===== src/rtl/add_sub_pipe.sv =====
// add_sub_pipe: two-stage pipelined adder/subtractor with valid/ready handshake.
// Stage 1 adds the low LO_W bits and registers the carry plus the upper operand
// bits; stage 2 finishes the upper bits and derives the Z/V/N/C flags.
// Optional build macro: ADD_SUB_PIPE_SAT_EN saturates S on overflow.
module add_sub_pipe #(
  parameter int unsigned WIDTH = 32,
  parameter int unsigned LO_W  = WIDTH / 2
) (
  input  logic             clk,
  input  logic             reset,
  input  logic             in_valid,
  output logic             in_ready,
  input  logic [WIDTH-1:0] A,
  input  logic [WIDTH-1:0] B,
  input  logic             Sub,
  input  logic             Sign,
  output logic             out_valid,
  input  logic             out_ready,
  output logic [WIDTH-1:0] S,
  output logic             Z,
  output logic             V,
  output logic             N,
  output logic             C
);

  localparam int unsigned HI_W = WIDTH - LO_W;

  // Stage 1 state
  logic            v1_q;
  logic [LO_W-1:0] lo_q;
  logic            cy_q;
  logic [HI_W-1:0] a_hi_q;
  logic [HI_W-1:0] b_hi_q;
  logic            sub_q;
  logic            sign_q;

  // Handshake: a stage loads when empty or when its successor drains this cycle
  logic ld1;
  logic ld2;

  assign in_ready = !v1_q || !out_valid || out_ready;
  assign ld1      = in_valid && in_ready;
  assign ld2      = v1_q && (!out_valid || out_ready);

  // Stage 1 combinational low-half sum with effective (possibly inverted) B
  logic [WIDTH-1:0] b_eff_c;
  logic [LO_W:0]    lo_sum_c;

  assign b_eff_c  = Sub ? ~B : B;
  assign lo_sum_c = {1'b0, A[LO_W-1:0]} + {1'b0, b_eff_c[LO_W-1:0]} + (LO_W+1)'(Sub);

  // Stage 2 combinational upper-half sum, flags and optional saturation
  logic [HI_W:0]    hi_sum_c;
  logic [WIDTH-1:0] raw_c;
  logic             c_c;
  logic             v_c;
  logic             n_c;
  logic             a_msb_c;
  logic             b_msb_c;
  logic             s_msb_c;
  logic [WIDTH-1:0] s_fin_c;

  assign hi_sum_c = {1'b0, a_hi_q} + {1'b0, b_hi_q} + (HI_W+1)'(cy_q);
  assign raw_c    = {hi_sum_c[HI_W-1:0], lo_q};
  assign c_c      = hi_sum_c[HI_W];
  assign a_msb_c  = a_hi_q[HI_W-1];
  assign b_msb_c  = b_hi_q[HI_W-1];
  assign s_msb_c  = raw_c[WIDTH-1];

  // Overflow and less-than/negative from the raw (unsaturated) result
  always_comb begin
    v_c = 1'b0;
    n_c = 1'b0;
    if (sign_q) begin
      v_c = (a_msb_c == b_msb_c) && (s_msb_c != a_msb_c);
      n_c = s_msb_c ^ v_c;
    end else begin
      v_c = sub_q ? ~c_c : c_c;
      n_c = sub_q ? ~c_c : 1'b0;
    end
  end

  // Final result: clamp on overflow when saturation is built in, else wrap
  always_comb begin
    s_fin_c = raw_c;
`ifdef ADD_SUB_PIPE_SAT_EN
    if (v_c) begin
      if (sign_q) begin
        s_fin_c = a_msb_c ? {1'b1, {(WIDTH-1){1'b0}}} : {1'b0, {(WIDTH-1){1'b1}}};
      end else begin
        s_fin_c = sub_q ? {WIDTH{1'b0}} : {WIDTH{1'b1}};
      end
    end
`endif
  end

  // Stage valid bits
  always_ff @(posedge clk or negedge reset) begin
    if (!reset) begin
      v1_q      <= 1'b0;
      out_valid <= 1'b0;
    end else begin
      if (ld1)      v1_q <= 1'b1;
      else if (ld2) v1_q <= 1'b0;
      if (ld2)            out_valid <= 1'b1;
      else if (out_ready) out_valid <= 1'b0;
    end
  end

  // Stage 1 datapath; qualified by v1_q so it needs no reset
  always_ff @(posedge clk) begin
    if (ld1) begin
      lo_q   <= lo_sum_c[LO_W-1:0];
      cy_q   <= lo_sum_c[LO_W];
      a_hi_q <= A[WIDTH-1:LO_W];
      b_hi_q <= b_eff_c[WIDTH-1:LO_W];
      sub_q  <= Sub;
      sign_q <= Sign;
    end
  end

  // Stage 2 output registers; hold while the consumer stalls
  always_ff @(posedge clk or negedge reset) begin
    if (!reset) begin
      S <= '0;
      Z <= 1'b1;
      V <= 1'b0;
      N <= 1'b0;
      C <= 1'b0;
    end else if (ld2) begin
      S <= s_fin_c;
      Z <= (s_fin_c == '0);
      V <= v_c;
      N <= n_c;
      C <= c_c;
    end
  end

endmodule


===== config.mk =====
export PLATFORM = sky130hd
export DESIGN_NAME = add_sub_pipe
export DESIGN_NICKNAME = d
export VERILOG_FILES = /design/src/rtl/add_sub_pipe.sv
export SDC_FILE = /design/constraint.sdc
export NUM_CORES = 1
export LEC_CHECK = 0
export ABC_AREA = 1
export CAP_MARGIN = 20
export CORE_MARGIN = 4
export CORE_UTILIZATION = 56
export DETAILED_ROUTE_END_ITERATION = 8
export GPL_TIMING_DRIVEN = 0
export PLACE_DENSITY = 0.86
export SLEW_MARGIN = 10
export SYNTH_ARGS = -nofsm -noshare
export SYNTH_HDL_FRONTEND = slang
export SYNTH_SLANG_ARGS = --single-unit

===== constraint.sdc =====
create_clock -name clk -period 6.8 [get_ports clk]
set_input_delay 1.02 -clock clk [delete_from_list [all_inputs] [get_ports clk]]
set_output_delay 1.02 -clock clk [all_outputs]
set_load 0.01 [all_outputs]

**Word level (Yosys, flattened, before mapping)**

Index checks and enable logic that the tools add are counted.

- Output and inout port bits: 38
- Input bits: 70
- Register bits after elaboration: 89
- Word-level logic and storage cells: 42

- Bitwise gates (word level): 3
- Mux-type cells: 9
- Add/subtract/negate cells: 4
- Equal/unequal tests: 2
- Reduce and logical (&&, ||, !) cells: 11

Operators with widths:

| cell | number |
|---|---|
| $add A16 B16 Y17 | 2 |
| $add A17 B1 Y17 | 2 |
| $logic_not A32 Y1 | 1 |
| $mux W32 | 1 |
| $not A32 Y32 | 1 |
| $mux W1 | 8 |
| $reduce_bool A2 Y1 | 2 |
| $logic_and A1 B1 Y1 | 3 |
| $logic_or A1 B1 Y1 | 3 |
| $logic_not A1 Y1 | 2 |
| $eq A1 B1 Y1 | 1 |
| $ne A1 B1 Y1 | 1 |
| $not A1 Y1 | 1 |
| $xor A1 B1 Y1 | 1 |

**Longest topological paths before layout**

- Depth in word-level cells: 6
- Depth in mapped cells: 14
- Mapped depth without buffers: 14

**Worst setup path after synthesis**

No wires, ideal clock.

- Path kind: input to register
- From: input port out_ready
- To: register a_hi_q[0], enable pin
- Buffers on the path: 0
- Setup slack: 2993 ps
- Cell stages on the path: 4
- Data arrival time: 3346 ps
- Setup time: 460 ps
- Cells stage by stage: inv_1 > nand2_1 > nor2_1 > nor2_1

- Longest elaborated chain between the ends: 2

Ends and longest elaborated chain:

| element | RTL line | RTL |
|---|---|---|
| from (decl) | 18 | `input logic out_ready,` |
| $logic_or A1 B1 Y1 | 41 | `assign in_ready = !v1_q \|\| !out_valid \|\| out_ready;` |
| $logic_and A1 B1 Y1 | 42 | `assign ld1 = in_valid && in_ready;` |
| named net ld1 | 38 | `logic ld1;` |
| to (signal assigned) | 115 | `a_hi_q <= A[WIDTH-1:LO_W];` |
| to (decl) | 32 | `logic [HI_W-1:0] a_hi_q;` |

The timed path passes the listed nets, and every way through them passes these cells.
A chain may end at the register's enable or synchronous reset.

**Worst setup path after layout**

- From: input port Sub
- To: register lo_q[14] (data pin)

- Longest elaborated chain between the ends: 3

Ends and longest elaborated chain:

| element | RTL line | RTL |
|---|---|---|
| from (decl) | 15 | `input logic Sub,` |
| $mux W32 | 49 | `assign b_eff_c = Sub ? ~B : B;` |
| $add A16 B16 Y17 | 50 | `assign lo_sum_c = {1'b0, A[LO_W-1:0]} + {1'b0, b_eff_c[LO_W-1:0]} + (LO_W+1)'(Sub);` |
| $add A17 B1 Y17 * | 50 |  |
| named net lo_sum_c[14] | 47 | `logic [LO_W:0] lo_sum_c;` |
| to (signal assigned) | 113 | `lo_q <= lo_sum_c[LO_W-1:0];` |
| to (decl) | 30 | `logic [LO_W-1:0] lo_q;` |

Mark *: on every way through the listed nets, which the timed path passes. The rest lies on a longest branch.

==> results by group <==
Worst setup path
  • Slowest-stage cell, CP: clkdlybuf4s50_1
  • Crit path DAT: ~3.6 ns
  • CP Cell Sequence: clkdlybuf4s50_1, buf_2, buf_2, xor2_1, fa_1, nand3_1, nand2_1, a21boi_4, o21ai_4, nand2_1, nand2_1, nand2_1, nand2_1, xor2_1
  • Startpoint Class: input port
  • CP most frequent cell: nand2_1
  • Worst Path Required: about 7 ns
  • CP endpoint kind: flop
  • Critical path's largest stage delay: 0.50 ns
  • Crit path kind: input port to flop
  • CP Max Fanout: 10

Global routing
  • Gr usage total: between 20% and 30%
  • Vias in the first global route: 4149
  • Initial antenna violation count: 0
  • Largest net degree at the start of global routing: 39
  • First-pass GRT wire length: about 20000 um
  • Congestion Overflow GR: 0

Logic synthesis
  • Area leader, netlist: edfxtp_1
  • Yosys cell types: 40
  • Fraction of registers with async set/reset: a little over two fifths
  • Synth Cell Area: approximately 0.0052 mm^2
  • Area share of the largest cell type after synthesis: between 20% and 30%
  • Area contributors post-synth: edfxtp_1 (30%), dfrtp_1 (18%), nand2_1 (13%)
  • Syn_area_per_cell: roughly 9.0 um^2
  • Synthesis-stage register bit count: 89
  • EDFF count, synth: between 50 and 60
  • Gate Count Post-Synth: around 580
  • Synth Flop Type: edfxtp_1
  • Seq/Total Area, Yosys: about 48%
  • Synth Net Count: 681
  • YS warnings: 0

CTS
  • CTS H-tree lvls: 3
  • CTS Buf Count: 9
  • Worst-Skew Late Latency: between 0.3 and 0.4 ns
  • Clk sink count: around 90
  • Post-CTS Setup Inserts: 0
  • CTS Hold Bufs: 0
  • CTS max path bufs: 2
  • Clock transition at path regs: approximately 0.090 ns
  • Root Buffer: clkbuf_8
  • Post_cts resized: 0
  • CTS tree: yes

Cells and area
  • Fraction of layout cells with a size suffix above 1: 6.85%
  • Fin cells: ~810
  • # fillers: 667
  • Nets: 800
  • Area grow syn2layout: 27.9%
  • Number of diodes: 0
  • Final core occ: 74.9%

Hold path
  • Hold Path Class: flop to flop

Timing
  • Final TNS setup: 0 ns
  • Final Hold Vio Count: 0
  • Min setup slack post-route: between 3 and 4 ns
  • Setup Skew: about 0.015 ns
  • Crit share post-route: between 50% and 60%
  • Worst-Margin Slew: 0.825 ns
  • FMAX: 287 MHz
  • Slew Viols, Final: 0
  • Slew headroom: 45.0%
  • Crit path time final: roughly 3.5 ns
  • Setup violators final: 0
  • RSZ-0062 raised after global routing: no

Placed design
  • GP Congestion: between 0.8 and 0.9
  • Post-Place Worst Slack: 2.96 ns
  • PortBufs: 107
  • Final HPWL DP: between 9000 and 10000 um
  • Cells after DPL: roughly 790

Die
  • Die Footprint: around 0.011 mm^2
  • Die Span Y: around 100 um
  • Initial Util: between 50 and 60%
  • Row cnt: 34
  • Core area: roughly 0.009 mm^2
  • Num ports: roughly 110
  • Die W: between 100 and 150 um

Pwr
  • LEAKAGE: ~3.1 nW
  • Pwr dens: approximately 250 mW/mm^2
  • Total Power: between 0.0015 and 0.002 W
  • Peak supply drop: around 140 uV

Route
  • DRC errors left: 0
  • Wire length per cell: approximately 15 um
  • Antenna Nets Post-Route: 0
  • Vias: between 4000 and 5000
  • TritonRoute pass-1 iters: 5
  • DR iter-0 viols: 278
  • Wirelength, routed: 12200 um
  • Vias/cell: about 5.3

Status
  • Status: finished clean

Flow run
  • Total of max-cap violations: 0
## path summary, 6_finish.rpt
kind,depth (start not counted),end,start,slack [ns]
min,2,S[1],lo_q[1],0.48
max in group asynchronous,1,S[1],reset,5.52
min in group asynchronous,1,S[13],reset,0.75
max reg2reg,13,V,cy_q,3.92
max,14,lo_q[14],Sub,3.31
min reg2reg,2,S[1],lo_q[1],0.48
## layout make-up
type | count | area [um^2] | share of cell area, %
inverter | 65 | 244 | 3.68
clock inverter | 4 | 37.5 | 0.566
sequential | 89 | 2480 | 37.5
tap | 108 | 135 | 2.04
timing repair buffer | 108 | 1090 | 16.4
buffer | 11 | 48.8 | 0.736
multi-input combinational | 412 | 2410 | 36.4
clock buffer | 12 | 178 | 2.68
## worst max-delay path: cells and delay by family
family | cells | cell delay (ns)
buffers and inverters | 3 | 0.96
AND/OR/NAND/NOR | 6 | 0.50
adder cells (fa/ha/maj) | 1 | 0.46
XOR/XNOR | 2 | 0.34
AO/OA/AOI/OAI | 2 | 0.29
## through the flow
step | instance area [um^2] | hold WS [ns]
after global placement | 6390 | 0.457
after CTS | 6630 | 0.480
after detailed placement | 6410 | 0.465
final | 6630 | 0.476
after floorplan | 5180 | 0.445
after global routing | 6630 | 0.509
## cell usage in the layout, fill, tap and decap left out, types with 4 or more instances in the layout
cell type        count
inv_1               63
xor2_1              41
nand3_1             24
a31oi_1              8
nand3_2              4
nor3_1               4
edfxtp_1            51
clkbuf_8             9
dfrtp_1             37
clkdlybuf4s50_1    106
o21ai_0             15
buf_2                7
nor2_1              40
xnor2_1              5
nand2_2              8
nand2_1            175
a21oi_1             19
ha_1                31
clkbuf_1             6
nand4_1              8
## state kept, by name (all words and copies together), names as in the netlist
name       count
v1_q           1
b_hi_q        16
C              1
Z              1
lo_q          16
S             32
N              1
cy_q           1
out_valid      1
sign_q         1
sub_q          1
a_hi_q        16
V              1
## report_power, final
| group | leakage (nW) | switching (W) | internal, W |
|---|---|---|---|
| clock | 0.110 | 0.000196 | 0.000184 |
| combinational | 2.02 | 0.000292 | 0.000249 |
| sequential | 0.942 | 0.0000441 | 0.000668 |
| total | 3.08 | 0.000532 | 0.00110 |
## synth_stat cells (2+ instances only)
master,number
xnor2_1,5
nand2_1,175
o21ai_0,15
dfrtp_1,37
o21bai_1,2
xor2_1,41
buf_2,6
a21oi_1,19
nand3_2,4
nor2_1,41
inv_2,2
a221oi_1,2
and2_1,2
a31oi_1,8
nand3b_1,3
inv_1,63
nand4_1,8
a21o_1,2
edfxtp_1,51
clkbuf_1,5
nand2_2,8
nor3_1,4
fa_1,3
nand3_1,24
nand2_4,2
ha_1,31
## logic make-up after synthesis
family	after synthesis	share of synthesized area, %
compound gates	58	7.02
xor+xnor	47	8.09
fa+ha+maj	34	8.64
buf+inv	76	5.65
flops	89	47.9
simple gates	273	22.7
## routing by layer
metal	track usage [%]	routed length (um)	vias up
li1	-	-	2129
met1	30.8	5450	2019
met2	38.4	5910	143
met3	4.28	675	17
met4	6.36	163	0
met5	0	0	-
No activity file was read; power rests on OpenSTA's default activity.
